===== src/rtl/vertex_transform_sequencer_if.sv =====
// ---------------------------------------------------------------------------
// vertex_transform_sequencer_if
// Bundles every non-clock/reset signal of the vertex transform sequencer:
// the matrix load port, the input vertex stream, the matrixVectorMultiply
// start/busy/done interface and the output vertex stream.
//   master : the sequencer (drives ready/start/operands/result/status)
//   slave  : its environment (vertex fetch, multiplier, rasteriser)
// Elements are WIDTH-bit signed fixed point; index [0] is x / row 0.
// ---------------------------------------------------------------------------
interface vertex_transform_sequencer_if #(
  parameter int WIDTH = 32
);
  logic [3:0][3:0][WIDTH-1:0] matrix_in;
  logic                       matrix_load;
  logic [3:0][WIDTH-1:0]      vtx_in;
  logic                       vtx_in_valid;
  logic                       vtx_in_ready;
  logic                       mvm_start;
  logic [3:0][3:0][WIDTH-1:0] mvm_m1;
  logic [3:0][WIDTH-1:0]      mvm_v1;
  logic [3:0][WIDTH-1:0]      mvm_v_out;
  logic                       mvm_busy;
  logic                       mvm_done;
  logic [3:0][WIDTH-1:0]      vtx_out;
  logic                       vtx_out_valid;
  logic                       vtx_out_ready;
  logic                       busy;
  logic                       timeout_err;

  modport master (
    input  matrix_in, matrix_load, vtx_in, vtx_in_valid,
           mvm_v_out, mvm_busy, mvm_done, vtx_out_ready,
    output vtx_in_ready, mvm_start, mvm_m1, mvm_v1,
           vtx_out, vtx_out_valid, busy, timeout_err
  );

  modport slave (
    output matrix_in, matrix_load, vtx_in, vtx_in_valid,
           mvm_v_out, mvm_busy, mvm_done, vtx_out_ready,
    input  vtx_in_ready, mvm_start, mvm_m1, mvm_v1,
           vtx_out, vtx_out_valid, busy, timeout_err
  );
endinterface


===== src/rtl/vertex_transform_sequencer.sv =====
// ---------------------------------------------------------------------------
// vertex_transform_sequencer
// Initiator for a matrixVectorMultiply unit. Accepts one homogeneous vertex
// at a time, issues a single multiply against the active 4x4 matrix, captures
// the result on done and offers it downstream. Values pass through bit-exact.
// A watchdog aborts a multiply that never returns done (sticky timeout_err).
//
// Ports:
//   clk_in, rst_in : clock, synchronous active-high reset
//   bus (master)   : matrix load, vertex in/out streams, multiplier
//                    start/busy/done, busy and timeout_err status
//   perf_vtx_count, perf_stall_cycles (only with XFORM_SEQ_PERF_CNT_EN):
//                    output handshakes / cycles stalled in OUT, wrap at 2^32
//
// Configuration macro: XFORM_SEQ_PERF_CNT_EN (adds the perf counters).
// Parameters: WIDTH (element width), TIMEOUT_CYCLES (>=2, WAIT budget).
// ---------------------------------------------------------------------------
module vertex_transform_sequencer #(
  parameter int WIDTH          = 32,
  parameter int TIMEOUT_CYCLES = 64
) (
  input  logic                          clk_in,
  input  logic                          rst_in,
  vertex_transform_sequencer_if.master  bus
`ifdef XFORM_SEQ_PERF_CNT_EN
  ,
  output logic [31:0]                   perf_vtx_count,
  output logic [31:0]                   perf_stall_cycles
`endif
);

  localparam int WD_W = $clog2(TIMEOUT_CYCLES);
  localparam logic [WD_W-1:0] WD_LAST = WD_W'(TIMEOUT_CYCLES - 1);

  typedef enum logic [1:0] {
    S_IDLE  = 2'd0,
    S_ISSUE = 2'd1,
    S_WAIT  = 2'd2,
    S_OUT   = 2'd3
  } state_t;

  state_t                     state_q;
  logic [3:0][3:0][WIDTH-1:0] active_q;
  logic [3:0][3:0][WIDTH-1:0] shadow_q;
  logic                       load_pend_q;
  logic [3:0][WIDTH-1:0]      vin_q;
  logic [3:0][WIDTH-1:0]      vout_q;
  logic [WD_W-1:0]            wdog_q;
  logic                       timeout_err_q;
`ifdef XFORM_SEQ_PERF_CNT_EN
  logic [31:0]                perf_vtx_q;
  logic [31:0]                perf_stall_q;
`endif

  // Ready is blocked while a matrix update is pending or arriving this
  // cycle, so an accepted vertex always sees a fully committed matrix.
  logic in_ready;
  assign in_ready = (state_q == S_IDLE) && !load_pend_q && !bus.matrix_load;

  always_ff @(posedge clk_in) begin
    if (rst_in) begin
      state_q       <= S_IDLE;
      active_q      <= '0;
      shadow_q      <= '0;
      load_pend_q   <= 1'b0;
      vin_q         <= '0;
      vout_q        <= '0;
      wdog_q        <= '0;
      timeout_err_q <= 1'b0;
`ifdef XFORM_SEQ_PERF_CNT_EN
      perf_vtx_q    <= '0;
      perf_stall_q  <= '0;
`endif
    end else begin
      // A load may arrive in any state; it only reaches the active matrix
      // from IDLE, so an in-flight vertex keeps the matrix it started with.
      if (bus.matrix_load) begin
        shadow_q    <= bus.matrix_in;
        load_pend_q <= 1'b1;
      end

      case (state_q)
        S_IDLE: begin
          if (load_pend_q) begin
            active_q <= shadow_q;
            // A fresh load in the same cycle keeps the pending flag so the
            // newer shadow gets committed next cycle.
            if (!bus.matrix_load) load_pend_q <= 1'b0;
          end else if (bus.vtx_in_valid && in_ready) begin
            vin_q   <= bus.vtx_in;
            state_q <= S_ISSUE;
          end
        end
        S_ISSUE: begin
          if (!bus.mvm_busy) begin
            wdog_q  <= '0;
            state_q <= S_WAIT;
          end
        end
        S_WAIT: begin
          // done has priority over a coincident watchdog expiry
          if (bus.mvm_done) begin
            vout_q  <= bus.mvm_v_out;
            state_q <= S_OUT;
          end else if (wdog_q == WD_LAST) begin
            timeout_err_q <= 1'b1;
            state_q       <= S_IDLE;
          end else begin
            wdog_q <= wdog_q + 1'b1;
          end
        end
        S_OUT: begin
          if (bus.vtx_out_ready) state_q <= S_IDLE;
        end
        default: state_q <= S_IDLE;
      endcase

`ifdef XFORM_SEQ_PERF_CNT_EN
      if (state_q == S_OUT) begin
        if (bus.vtx_out_ready) perf_vtx_q   <= perf_vtx_q + 32'd1;
        else                   perf_stall_q <= perf_stall_q + 32'd1;
      end
`endif
    end
  end

  assign bus.vtx_in_ready  = in_ready;
  // start depends on the live busy input so the request is never issued
  // into a multiplier that is still occupied
  assign bus.mvm_start     = (state_q == S_ISSUE) && !bus.mvm_busy;
  assign bus.mvm_m1        = active_q;
  assign bus.mvm_v1        = vin_q;
  assign bus.vtx_out       = vout_q;
  assign bus.vtx_out_valid = (state_q == S_OUT);
  assign bus.busy          = (state_q != S_IDLE);
  assign bus.timeout_err   = timeout_err_q;

`ifdef XFORM_SEQ_PERF_CNT_EN
  assign perf_vtx_count    = perf_vtx_q;
  assign perf_stall_cycles = perf_stall_q;
`endif

endmodule


===== src/flat_wrapper.sv =====
// flat-port wrapper written by rule: the top's interface ports become plain ports
module vertex_transform_sequencer_flat 
#(
  parameter int WIDTH          = 32,
  parameter int TIMEOUT_CYCLES = 64
)
  (clk_in, rst_in, bus_matrix_in, bus_matrix_load, bus_vtx_in, bus_vtx_in_valid, bus_mvm_v_out, bus_mvm_busy, bus_mvm_done, bus_vtx_out_ready, bus_vtx_in_ready, bus_mvm_start, bus_mvm_m1, bus_mvm_v1, bus_vtx_out, bus_vtx_out_valid, bus_busy, bus_timeout_err);
  vertex_transform_sequencer_if #(.WIDTH(WIDTH)) bus_i ();
  input  logic clk_in;
  input  logic rst_in;
  input wire logic [$bits(bus_i.matrix_in)-1:0] bus_matrix_in;
  input wire logic [$bits(bus_i.matrix_load)-1:0] bus_matrix_load;
  input wire logic [$bits(bus_i.vtx_in)-1:0] bus_vtx_in;
  input wire logic [$bits(bus_i.vtx_in_valid)-1:0] bus_vtx_in_valid;
  input wire logic [$bits(bus_i.mvm_v_out)-1:0] bus_mvm_v_out;
  input wire logic [$bits(bus_i.mvm_busy)-1:0] bus_mvm_busy;
  input wire logic [$bits(bus_i.mvm_done)-1:0] bus_mvm_done;
  input wire logic [$bits(bus_i.vtx_out_ready)-1:0] bus_vtx_out_ready;
  output wire logic [$bits(bus_i.vtx_in_ready)-1:0] bus_vtx_in_ready;
  output wire logic [$bits(bus_i.mvm_start)-1:0] bus_mvm_start;
  output wire logic [$bits(bus_i.mvm_m1)-1:0] bus_mvm_m1;
  output wire logic [$bits(bus_i.mvm_v1)-1:0] bus_mvm_v1;
  output wire logic [$bits(bus_i.vtx_out)-1:0] bus_vtx_out;
  output wire logic [$bits(bus_i.vtx_out_valid)-1:0] bus_vtx_out_valid;
  output wire logic [$bits(bus_i.busy)-1:0] bus_busy;
  output wire logic [$bits(bus_i.timeout_err)-1:0] bus_timeout_err;
  assign bus_i.matrix_in = bus_matrix_in;
  assign bus_i.matrix_load = bus_matrix_load;
  assign bus_i.vtx_in = bus_vtx_in;
  assign bus_i.vtx_in_valid = bus_vtx_in_valid;
  assign bus_i.mvm_v_out = bus_mvm_v_out;
  assign bus_i.mvm_busy = bus_mvm_busy;
  assign bus_i.mvm_done = bus_mvm_done;
  assign bus_i.vtx_out_ready = bus_vtx_out_ready;
  assign bus_vtx_in_ready = bus_i.vtx_in_ready;
  assign bus_mvm_start = bus_i.mvm_start;
  assign bus_mvm_m1 = bus_i.mvm_m1;
  assign bus_mvm_v1 = bus_i.mvm_v1;
  assign bus_vtx_out = bus_i.vtx_out;
  assign bus_vtx_out_valid = bus_i.vtx_out_valid;
  assign bus_busy = bus_i.busy;
  assign bus_timeout_err = bus_i.timeout_err;
  vertex_transform_sequencer #(.WIDTH(WIDTH), .TIMEOUT_CYCLES(TIMEOUT_CYCLES)) u_core (.clk_in(clk_in), .rst_in(rst_in), .bus(bus_i));
endmodule

===== config.mk =====
export PLATFORM = sky130hd
export DESIGN_NAME = vertex_transform_sequencer_flat
export DESIGN_NICKNAME = d
export VERILOG_FILES = /design/src/rtl/vertex_transform_sequencer_if.sv /design/src/rtl/vertex_transform_sequencer.sv /design/src/flat_wrapper.sv
export SDC_FILE = /design/constraint.sdc
export NUM_CORES = 2
export LEC_CHECK = 0
export CAP_MARGIN = 20
export CORE_AREA = 2 2 602 604
export CTS_BUF_LIST = sky130_fd_sc_hd__clkbuf_16
export DETAILED_ROUTE_END_ITERATION = 16
export DIE_AREA = 0 0 604 606
export PLACE_DENSITY_LB_ADDON = 0.25
export SLEW_MARGIN = 40
export SYNTH_ARGS = -nofsm -noshare
export SYNTH_HDL_FRONTEND = slang
export SYNTH_SLANG_ARGS = --single-unit

===== constraint.sdc =====
create_clock -name clk_in -period 4.54 [get_ports clk_in]
set_input_delay 0.681 -clock clk_in [delete_from_list [all_inputs] [get_ports clk_in]]
set_output_delay 0.681 -clock clk_in [all_outputs]
set_load 0.05 [all_outputs]

==> run metrics <==
Psw around 8 mW; LEAKAGE about 25 nW; Cell Count Post-Placement 11100; Post-Syn Area 45100 um^2; CTS sink count about 1300; RSZ-0062 raised after global routing false; final hold slack roughly 160 ps; post-synth top area share a little under three fifths; Worst path max stage delay roughly 840 ps; critical path fanouts, max 7; slowest cell on the critical path clkdlybuf4s50_1; CP Data Required Time 3860 ps; max_slew headroom roughly two fifths; Top delay family on crit path buffers and inverters; number of remaining DRC errors 0; ys flop type dfxtp_1; Setup crit end kind output port; fin worst setup slack around 1200 ps; Mapped Nets approximately 5800; CTS tree done; Post-Syn Instances between 5000 and 6000; CTS Root Cell clkbuf_16; Mean Syn Cell Area 8.94 um^2; first-pass GRT wire length approximately 320 mm; Final Wtd Congestion around 0.9; Crit path buffers/inverters 2; synth warn 0; die height roughly 610 um; synth top area cells dfxtp_1 57%, nand2_1 13%, mux2i_1 11%; Period minus WS final about 3400 ps; HP Class in -> reg; Clock Latency Late Sink just under 900 ps; 1st-iter DRT viols about 2100; VDD IR max 264 uV; Worst Path Arrival between 2000 and 3000 ps; vias in the first global route approximately 40000; post-route ant nets 0; critical path class reg -> out; IO Count approximately 1500; Worst-path clk slew about 50 ps; non-filler cells, final roughly 11000; Routed WL per cell 20.8 um; fraction of layout cells with a size suffix above 1 about 5.4%; Initial Utilization between 10% and 20%; area leader, netlist dfxtp_1; Via density between 3 and 4; pwr/cell area 410 nW/um^2; Max Slew Vio Count 0; P&R area growth vs syn 57.3%; Netlist cell types 36; Die W 604 um; clk buf depth 4; Cell Rows around 220; Die Area 366000 um^2; Routed WL approximately 240 mm; switching share of power 27.4%; first drt pass iteration count 5; ys async rst share 0%; GRT overflow 0; Critical Path Start u_core.state_q[1]; Tightest Pin Transition approximately 900 ps; post-detail-place hpwl around 180 mm; final setup vio count 0; I/O Buffers approximately 1500; CORE AREA ~360000 um^2; Setup WS pre-CTS ~1300 ps; status finished, final reports clean; most frequent cells in the layout 1540 x nand2_1, 1521 x clkdlybuf4s50_1, 1290 x dfxtp_1; skew final 70.9 ps; Reg-to-Reg Start u_core.state_q[1]; count of final hold-check violations 0; Max H-tree Level 4; Inserted Clock Buffers roughly 170; setup_tns 0 ps; commonest non-fill, non-tap cell in the layout nand2_1; Total GRT Usage between 10 and 15%; Seq pwr share roughly 42%; Hold Path Origin rst_in; EDFF count, synth 0; Setup crit start kind flop; number of vias in the routed layout approximately 40000; CTS Hold Bufs 0; post-CTS sizing 0; Max Cap Viol 0; P_int ~21 mW; critical path cell sequence nor2_4 -> inv_1 -> nor3_1 -> clkdlybuf4s50_1; Combinational Power Share around 12%; antenna violations before repair just under 90; fmax ~300 MHz; Fillers between 30000 and 40000; pin count of the biggest net entering global routing 204; setup bufs post-CTS 0; clock share of power a little under half; Total Nets Final 7242; register area share after synthesis around 57%; synthesized flop and latch total 1290; Tcrit/Tclk final 74.0%
-- worst paths after layout --
kind | cells after the start | end | slack, ps
setup / recovery | 4 | bus_vtx_in_ready | 1180
hold / removal | 2 | u_core.state_q[0] | 160
setup reg to reg | 7 | u_core.bus.mvm_m1[182] | 2160
hold reg to reg | 2 | u_core.bus.mvm_m1[112] | 400
-- flip-flops by register name, indices dropped and copies added (netlist names) --
register,cells
u_core.shadow_q,512
u_core.bus.timeout_err,1
u_core.bus.mvm_m1,512
u_core.wdog_q,6
u_core.bus.mvm_v1,128
u_core.state_q,2
u_core.load_pend_q,1
u_core.bus.vtx_out,128
-- power groups by stage --
stage	sequential, mW	clock (mW)	combinational (mW)
finish	12.1	13.7	3.36
global route	12.1	14.6	3.60
CTS	12.1	14.2	3.41
detailed placement	12.3	0	3.40
global placement	12.3	0	3.36
floorplan	12.9	0	1.18
-- final cells by class --
class | count | area (um^2) | area share [%]
diodes | 26 | 65.1 | 0.0918
flip-flops and latches | 1290 | 25800 | 36.4
well taps | 4794 | 6000 | 8.46
inverters | 4 | 15.0 | 0.0212
clock buffers | 175 | 4380 | 6.18
clock inverters | 136 | 1160 | 1.64
multi-input cells | 3380 | 17100 | 24.0
repair buffers | 1618 | 16400 | 23.1
-- metrics by stage --
step	utilization [%]	cell area [um^2]	total power, mW
global placement	18.1	65100	15.7
floorplan	-	45100	14.1
detailed placement	18.1	65200	15.7
finish	19.7	70900	29.1
global route	19.7	70900	30.3
CTS	19.6	70700	29.7
-- worst register-to-register path: stages, from the launching register on --
cell	delay [ps]
dfxtp_1	400
nor2_4	280
and2_4	210
buf_12	180
buf_12	220
buf_4	590
nand2_1	260
a21oi_1	180
-- Yosys cell counts (all sizes together), types with 2 or more instances --
cell and count:
nand2 1541, dfxtp 1290, a21oi 772, nor2 523, mux2i 513, buf 273, clkbuf 97, a31oi 6
inv 4, nand3 4, a41oi 2, and2 2, or3 2
-- layer usage --
metal / share of wire (%) / global-route usage [%] / vias up
li1: - / - / 19300
met1: 39 / 13.8 / 18900
met2: 48 / 20.9 / 1364
met3: 9.9 / 5.06 / 394
met4: 2.9 / 3.98 / 10
met5: 0.030 / 0 / -
-- cell families (layout without fill, tap and decap cells) --
logic type	Yosys count	count (layout)	share of synthesized area, %
fa+ha+maj	1	1	0.0278
buf+inv	374	1933	4.96
other cells	0	26	0
compound gates	786	786	8.84
simple gates	2080	2080	17.5
mux	513	513	11.4
flops	1290	1290	57.3
Note: power is estimated with default switching activity, not from simulation.
